`src/rtl/melody_pkg.sv`:
```
// Shared definitions for the melody sequencer: ROM entry layout, note codes,
// tune start addresses, FSM states and the note ROM image.
package melody_pkg;

    localparam int ENTRY_W     = 12;
    localparam int REST_BIT    = 11;
    localparam int LAST_BIT    = 10;
    localparam int NOTE_MSB    = 9;
    localparam int NOTE_LSB    = 6;
    localparam int DUR_MSB     = 5;
    localparam int DUR_LSB     = 0;
    localparam int NUM_TUNES   = 4;
    localparam int TUNE_ADDR_W = 6;

    typedef enum logic [3:0] {
        NOTE_C   = 4'd0,
        NOTE_D   = 4'd1,
        NOTE_E   = 4'd2,
        NOTE_F   = 4'd3,
        NOTE_G   = 4'd4,
        NOTE_A   = 4'd5,
        NOTE_B   = 4'd6,
        NOTE_HC  = 4'd7,
        NOTE_HD  = 4'd8,
        NOTE_HE  = 4'd9,
        NOTE_HF  = 4'd10,
        NOTE_HG  = 4'd11,
        NOTE_HA  = 4'd12,
        NOTE_HB  = 4'd13,
        NOTE_HHC = 4'd14
    } note_t;

    typedef enum logic [1:0] {
        ST_IDLE  = 2'd0,
        ST_FETCH = 2'd1,
        ST_LOAD  = 2'd2,
        ST_PLAY  = 2'd3
    } state_t;

    // Index 0 is the rightmost element: shot, hit, invader step, game over.
    localparam logic [NUM_TUNES-1:0][TUNE_ADDR_W-1:0] TUNE_BASE =
        {6'd56, 6'd8, 6'd4, 6'd0};

    function automatic logic [ENTRY_W-1:0] entry(input logic rest, input logic last,
                                                 input note_t note, input logic [5:0] dur);
        return {rest, last, note, dur};
    endfunction

    // Game-over tune (56..63) has no last flag and relies on the end-of-ROM stop.
    function automatic logic [ENTRY_W-1:0] rom_word(input int unsigned a);
        logic [ENTRY_W-1:0] w;
        case (a)
            0:       w = entry(1'b0, 1'b0, NOTE_HC,  6'd1);
            1:       w = entry(1'b0, 1'b1, NOTE_G,   6'd1);
            4:       w = entry(1'b0, 1'b0, NOTE_C,   6'd2);
            5:       w = entry(1'b0, 1'b1, NOTE_E,   6'd1);
            8:       w = entry(1'b1, 1'b0, NOTE_D,   6'd3);
            9:       w = entry(1'b0, 1'b0, NOTE_G,   6'd1);
            10:      w = entry(1'b0, 1'b1, NOTE_E,   6'd1);
            56:      w = entry(1'b0, 1'b0, NOTE_B,   6'd1);
            57:      w = entry(1'b0, 1'b0, NOTE_HC,  6'd0);
            58:      w = entry(1'b0, 1'b0, NOTE_A,   6'd1);
            59:      w = entry(1'b0, 1'b0, NOTE_G,   6'd1);
            60:      w = entry(1'b0, 1'b0, NOTE_F,   6'd1);
            61:      w = entry(1'b0, 1'b0, NOTE_E,   6'd1);
            62:      w = entry(1'b0, 1'b0, NOTE_D,   6'd1);
            63:      w = entry(1'b0, 1'b0, NOTE_HHC, 6'd1);
            default: w = '0;
        endcase
        return w;
    endfunction

endpackage

```
`src/rtl/melody_rom.sv`:
```
// Synchronous-read note ROM; data appears the cycle after addr is presented.
module melody_rom
    import melody_pkg::*;
#(
    parameter int ADDR_W = 6
) (
    input  logic               clk,
    input  logic [ADDR_W-1:0]  addr,
    output logic [ENTRY_W-1:0] data
);

    always_ff @(posedge clk) begin
        data <= rom_word(32'(addr));
    end

endmodule

```
`src/rtl/melody_sequencer.sv`:
```
// Steps the note ROM for a selected tune and drives timed note_sel/sound_en to the buzzer.
//   state | meaning
//   IDLE  | no tune, outputs quiet
//   FETCH | ROM address presented
//   LOAD  | ROM entry latched, note length computed
//   PLAY  | note sounding (or resting), duration counter running down
module melody_sequencer
    import melody_pkg::*;
#(
    parameter int UNIT_CYC = 120_000,
    parameter int GAP_CYC  = 12_000,
    parameter int ADDR_W   = 6
) (
    input  logic       clk,
    input  logic       reset,
    input  logic       start,
    input  logic [1:0] tune_sel,
    input  logic       stop,
    output logic [3:0] note_sel,
    output logic       sound_en,
    output logic       busy,
    output logic       done
);

    localparam int CNT_W = $clog2(63 * UNIT_CYC + 1);
    localparam logic [ADDR_W-1:0] ADDR_END = '1;

    state_t             state;
    logic [ADDR_W-1:0]  addr;
    logic [1:0]         cur_tune;
    logic [CNT_W-1:0]   cnt;
    logic               rest_q;
    logic               last_q;
    logic [ENTRY_W-1:0] rom_data;
    logic [5:0]         dur_eff;
    logic [CNT_W-1:0]   play_len;
    logic               accept;

    melody_rom #(.ADDR_W(ADDR_W)) u_rom (
        .clk  (clk),
        .addr (addr),
        .data (rom_data)
    );

    always_comb begin
        dur_eff = rom_data[DUR_MSB:DUR_LSB];
        if (dur_eff == 6'd0) begin
            dur_eff = 6'd1;
        end
        play_len = CNT_W'(dur_eff) * CNT_W'(UNIT_CYC);
    end

    // A new request wins from idle, or pre-empts a lower-priority (higher index) tune.
    assign accept = start && ((state == ST_IDLE) || (tune_sel < cur_tune));

    always_ff @(posedge clk) begin
        if (reset) begin
            state    <= ST_IDLE;
            addr     <= '0;
            cur_tune <= '0;
            cnt      <= '0;
            rest_q   <= 1'b0;
            last_q   <= 1'b0;
            note_sel <= '0;
            sound_en <= 1'b0;
            busy     <= 1'b0;
            done     <= 1'b0;
        end else begin
            done <= 1'b0;
            if (stop) begin
                state    <= ST_IDLE;
                sound_en <= 1'b0;
                busy     <= 1'b0;
            end else if (accept) begin
                state    <= ST_FETCH;
                addr     <= ADDR_W'(TUNE_BASE[tune_sel]);
                cur_tune <= tune_sel;
                sound_en <= 1'b0;
                busy     <= 1'b1;
            end else begin
                case (state)
                    ST_IDLE: begin
                        state <= ST_IDLE;
                    end
                    ST_FETCH: begin
                        state <= ST_LOAD;
                    end
                    ST_LOAD: begin
                        state    <= ST_PLAY;
                        note_sel <= rom_data[NOTE_MSB:NOTE_LSB];
                        rest_q   <= rom_data[REST_BIT];
                        last_q   <= rom_data[LAST_BIT];
                        cnt      <= play_len - CNT_W'(1);
                        sound_en <= ~rom_data[REST_BIT];
                    end
                    ST_PLAY: begin
                        if (cnt == '0) begin
                            sound_en <= 1'b0;
                            if (last_q || (addr == ADDR_END)) begin
                                state <= ST_IDLE;
                                busy  <= 1'b0;
                                done  <= 1'b1;
                            end else begin
                                addr  <= addr + ADDR_W'(1);
                                state <= ST_FETCH;
                            end
                        end else begin
                            cnt <= cnt - CNT_W'(1);
                            // Final GAP_CYC cycles of each note are silent for articulation.
                            sound_en <= ~rest_q && (cnt > CNT_W'(GAP_CYC));
                        end
                    end
                    default: begin
                        state <= ST_IDLE;
                    end
                endcase
            end
        end
    end

endmodule
```
`config.mk`:
```
export PLATFORM = sky130hd
export DESIGN_NAME = melody_sequencer
export DESIGN_NICKNAME = d
export VERILOG_FILES = /design/src/rtl/melody_pkg.sv /design/src/rtl/melody_rom.sv /design/src/rtl/melody_sequencer.sv
export SDC_FILE = /design/constraint.sdc
export NUM_CORES = 1
export LEC_CHECK = 0
export CAP_MARGIN = 25
export CORE_AREA = 2 2 134 136
export CTS_CLUSTER_SIZE = 8
export DETAILED_ROUTE_END_ITERATION = 12
export DIE_AREA = 0 0 136 138
export SYNTH_ARGS = -nofsm -noshare
export SYNTH_HDL_FRONTEND = slang
export SYNTH_HIERARCHICAL = 1
export SYNTH_SLANG_ARGS = --single-unit
```
`constraint.sdc`:
```
create_clock -name clk -period 10.3 [get_ports clk]
set_input_delay 1.545 -clock clk [delete_from_list [all_inputs] [get_ports clk]]
set_output_delay 1.545 -clock clk [all_outputs]
set_load 0.05 [all_outputs]
```
==> metrics.csv <==
stage;metric;value;unit
layout;finalNonFillerCells;786;
layout;fillCellCount;1941;
logic_synthesis;synth.cell_area;4460;µm²
logic_synthesis;seq_area_frac_synth;22.4;%
power;leakagePower;0.00199;µW
worst_setup_path;rr_endpoint;cnt[22];
drt;first_pass_iters;4;
worst_setup_path;cp_max_fo;11;
hold_path;timing.hold.worst_endpoint;last_q;
clock_tree;clockRootBuffer;clkbuf_16;
drt;postRouteWirelength;9.86;mm
grt;first_pass_grt_wire_length;17.0;mm
grt;grt_overflow_total;0;
worst_setup_path;crit_required;10520;ps
drt;dr_total_vias;3784;
floorplanning;die_x;136;µm
worst_setup_path;regToRegSetupSlack;6340;ps
sta;period_minus_slack;3960;ps
logic_synthesis;synth_cells;557;
drt;route.detailed.vias_per_inst;4.81;
place;dpl.hpwl;7.49;mm
logic_synthesis;flop_and_latch_count_out_of_synthesis;50;
layout;regArea;1000;µm²
sta;pins_over_slew_limit;0;
worst_setup_path;rr_startpoint;u_rom/data[1];
floorplanning;io-pin-count;13;
floorplanning;effective_utilization_at_floorplan;25.4;%
clock_tree;ctsLongestPathBuffers;2;
place;placement.cell_area;4760;µm²
power;proportion_of_power_drawn_by_the_clock_network;23.3;%
floorplanning;dieHeight;138;µm
drt;first_iter_violations;219;
layout;fraction_of_layout_instances_using_a_drive_strength_above_1;7.90;%
floorplanning;core_region_area;17500;µm²
layout;most_common_cell_after_layout_fill_and_taps_aside;nor2_1;
sta;setup_violations;0;
clock_tree;post_cts_resized;0;
sta;tightest_slew;606;ps
place;placed_cells;778;
power;intPower;451;µW
worst_setup_path;reg2regPathDepth;17;
logic_synthesis;post_synth.cell_area_avg;8.01;µm²
sta;grt_setup_unrepaired;no;
floorplanning;core.rowCount;49;
clock_tree;tritoncts;done;
sta;hold_viol;0;
power;share_seq_of_total_power;27.3;%
worst_setup_path;worstSetupPathType;primary input to flip-flop;
logic_synthesis;asyncSetResetFlopFracSynth;0;%
power;p_total;746;µW
hold_path;hold_path_depth;2;
logic_synthesis;synth_area_leaders;dfxtp_1 22%, ha_1 15%, nor2_1 4.9%;
sta;fmax;253;MHz
hold_path;timing.hold.worst.class;flip-flop to flip-flop;
worst_setup_path;crit_path_start_kind;primary input;
grt;grt_start_max_net_pins;44;
place;routability_congestion_estimate;0.795;
floorplanning;design.die.area;18800;µm²
sta;timing.max_slew.rel_slack;59.3;%
clock_tree;clkTransAtPathRegs;70;ps
power;power.switching;295;µW
sta;finalSetupTns;0;ps
drt;wire_per_inst;12.5;µm
clock_tree;cts_inserted_buffers;5;
logic_synthesis;synth_top_flop_cell;dfxtp_1;
layout;utilization;28.1;%
layout;layout.cell_area.non_filler;4920;µm²
logic_synthesis;synth.distinct_cells;72;
worst_setup_path;endpoint_kind;flip-flop;
grt;first_global_vias;3605;
power;power_per_cell_area;152;nW/µm²
sta;timing.clock.skew;8.00;ps
layout;final_net_count;623;
power;irDropWorstVdd;58.6;µV
power;power.share.combinational;49.4;%
layout;antenna_cells;0;
clock_tree;postCtsSetupBuffers;0;
clock_tree;tritoncts_num_sinks;50;
hold_path;worst_hold_startpoint;u_rom/data[10];
place;io_buffer_count;12;
flow_run;max_cap_violations;0;
clock_tree;hold_bufs_at_cts;0;
logic_synthesis;synth_edf_count;0;
logic_synthesis;synth.largest_area_cell;dfxtp_1;
logic_synthesis;yosysWarnings;14;
layout;multi_input_area;3180;µm²
drt;route.antenna.remaining_nets;0;
sta;period_share;38.4;%
clock_tree;cts-htree-levels;2;
clock_tree;clock_latency;300;ps
grt;antenna_violations_before_repair;0;
layout;top_library_cells_by_usage_in_the_layout_fill_and_taps_aside;58 x nor2_1, 52 x ha_1, 50 x dfxtp_1;
status;status;completed;
logic_synthesis;yosys.area.top_type_share;22.4;%
power;switching_share;39.6;%
layout;area_delta_synth_final;10.3;%
grt;globalRouteTotalUtil;10.6;%
drt;detail_route.drc_violations;0;
worst_setup_path;cp_data_arrival_time;4180;ps
-- cell usage after synthesis, types with 4 or more instances --
cell type / number
o21a_1: 7
nand2_1: 47
mux2i_1: 8
a31oi_1: 5
xnor2_1: 20
buf_4: 6
or3_1: 7
nor2_1: 58
o21ai_0: 29
nand2b_1: 13
dfxtp_1: 50
nand3_1: 11
o41ai_1: 4
ha_1: 52
xor2_1: 12
o211ai_1: 4
a22oi_1: 8
nor3_1: 19
fa_1: 9
inv_1: 41
o22ai_1: 9
a21o_1: 6
clkbuf_1: 16
nor4_1: 6
a21oi_1: 38
-- worst max-delay path: stages --
cell,delay [ps]
clkdlybuf4s50_1,470
ha_1,310
a21oi_1,80
o21ai_2,320
nand2b_1,250
or3_1,620
or3_1,410
a31oi_1,160
-- sequential cells by signal (all words and copies together), names as in the netlist, 2 cells and up --
signal,count
cnt,23
addr,6
u_rom/data,8
note_sel,4
cur_tune,2
state,2
-- worst max-delay path by stage --
stage                     cells after the start  endpoint           from  slack [ps]
after floorplan                              13   cnt[19]  u_rom/data[1]        6710
after global placement                       10   cnt[18]    tune_sel[1]        6080
after detailed placement                      8   cnt[13]    tune_sel[1]        6060
after CTS                                    13   cnt[19]  u_rom/data[1]        6330
after global routing                         14   cnt[18]  u_rom/data[1]        6050
final                                         8   cnt[13]    tune_sel[1]        6340
-- area by class of cell --
cell class / instances / area share [%]
inverter: 41 / 3.13
timing repair buffer: 15 / 2.90
tap: 229 / 5.82
clock inverter: 2 / 0.331
clock buffer: 6 / 2.82
multi-input combinational: 443 / 64.6
sequential: 50 / 20.3
-- cells by family after synthesis --
logic type	count (synthesis)	share of synthesized area (%)
fa+ha+maj	61	18.6
buf+inv	67	6.53
simple gates	193	22.2
flops	50	22.4
mux	10	2.30
other cells	1	0.0840
compound gates	143	21.6
xor+xnor	32	6.28
-- power by group through the flow --
stage / Sequential, µW / Clock, µW / Combinational (µW)
2_1_floorplan: 207 / 0 / 298
3_3_place_gp: 208 / 0 / 348
3_5_place_dp: 208 / 0 / 347
4_1_cts: 204 / 179 / 349
5_1_grt: 205 / 184 / 421
6_report: 204 / 174 / 368
-- per-layer routing --
layer	part of all wire, %	up-vias	track usage [%]
met5	0	-	0
met4	0.99	0	2.52
met3	2.5	7	1.10
met2	46	51	17.2
met1	51	1771	15.2
li1	-	1955	-
-- per-stage QoR --
step                setup WS (ps)  hold slack [ps]
finish                       6340              464
global route                 6050              492
CTS                          6330              471
detailed placement           6060              453
global placement             6080              444
floorplan                    6710              437
Note: power is estimated with default switching activity, not from simulation.
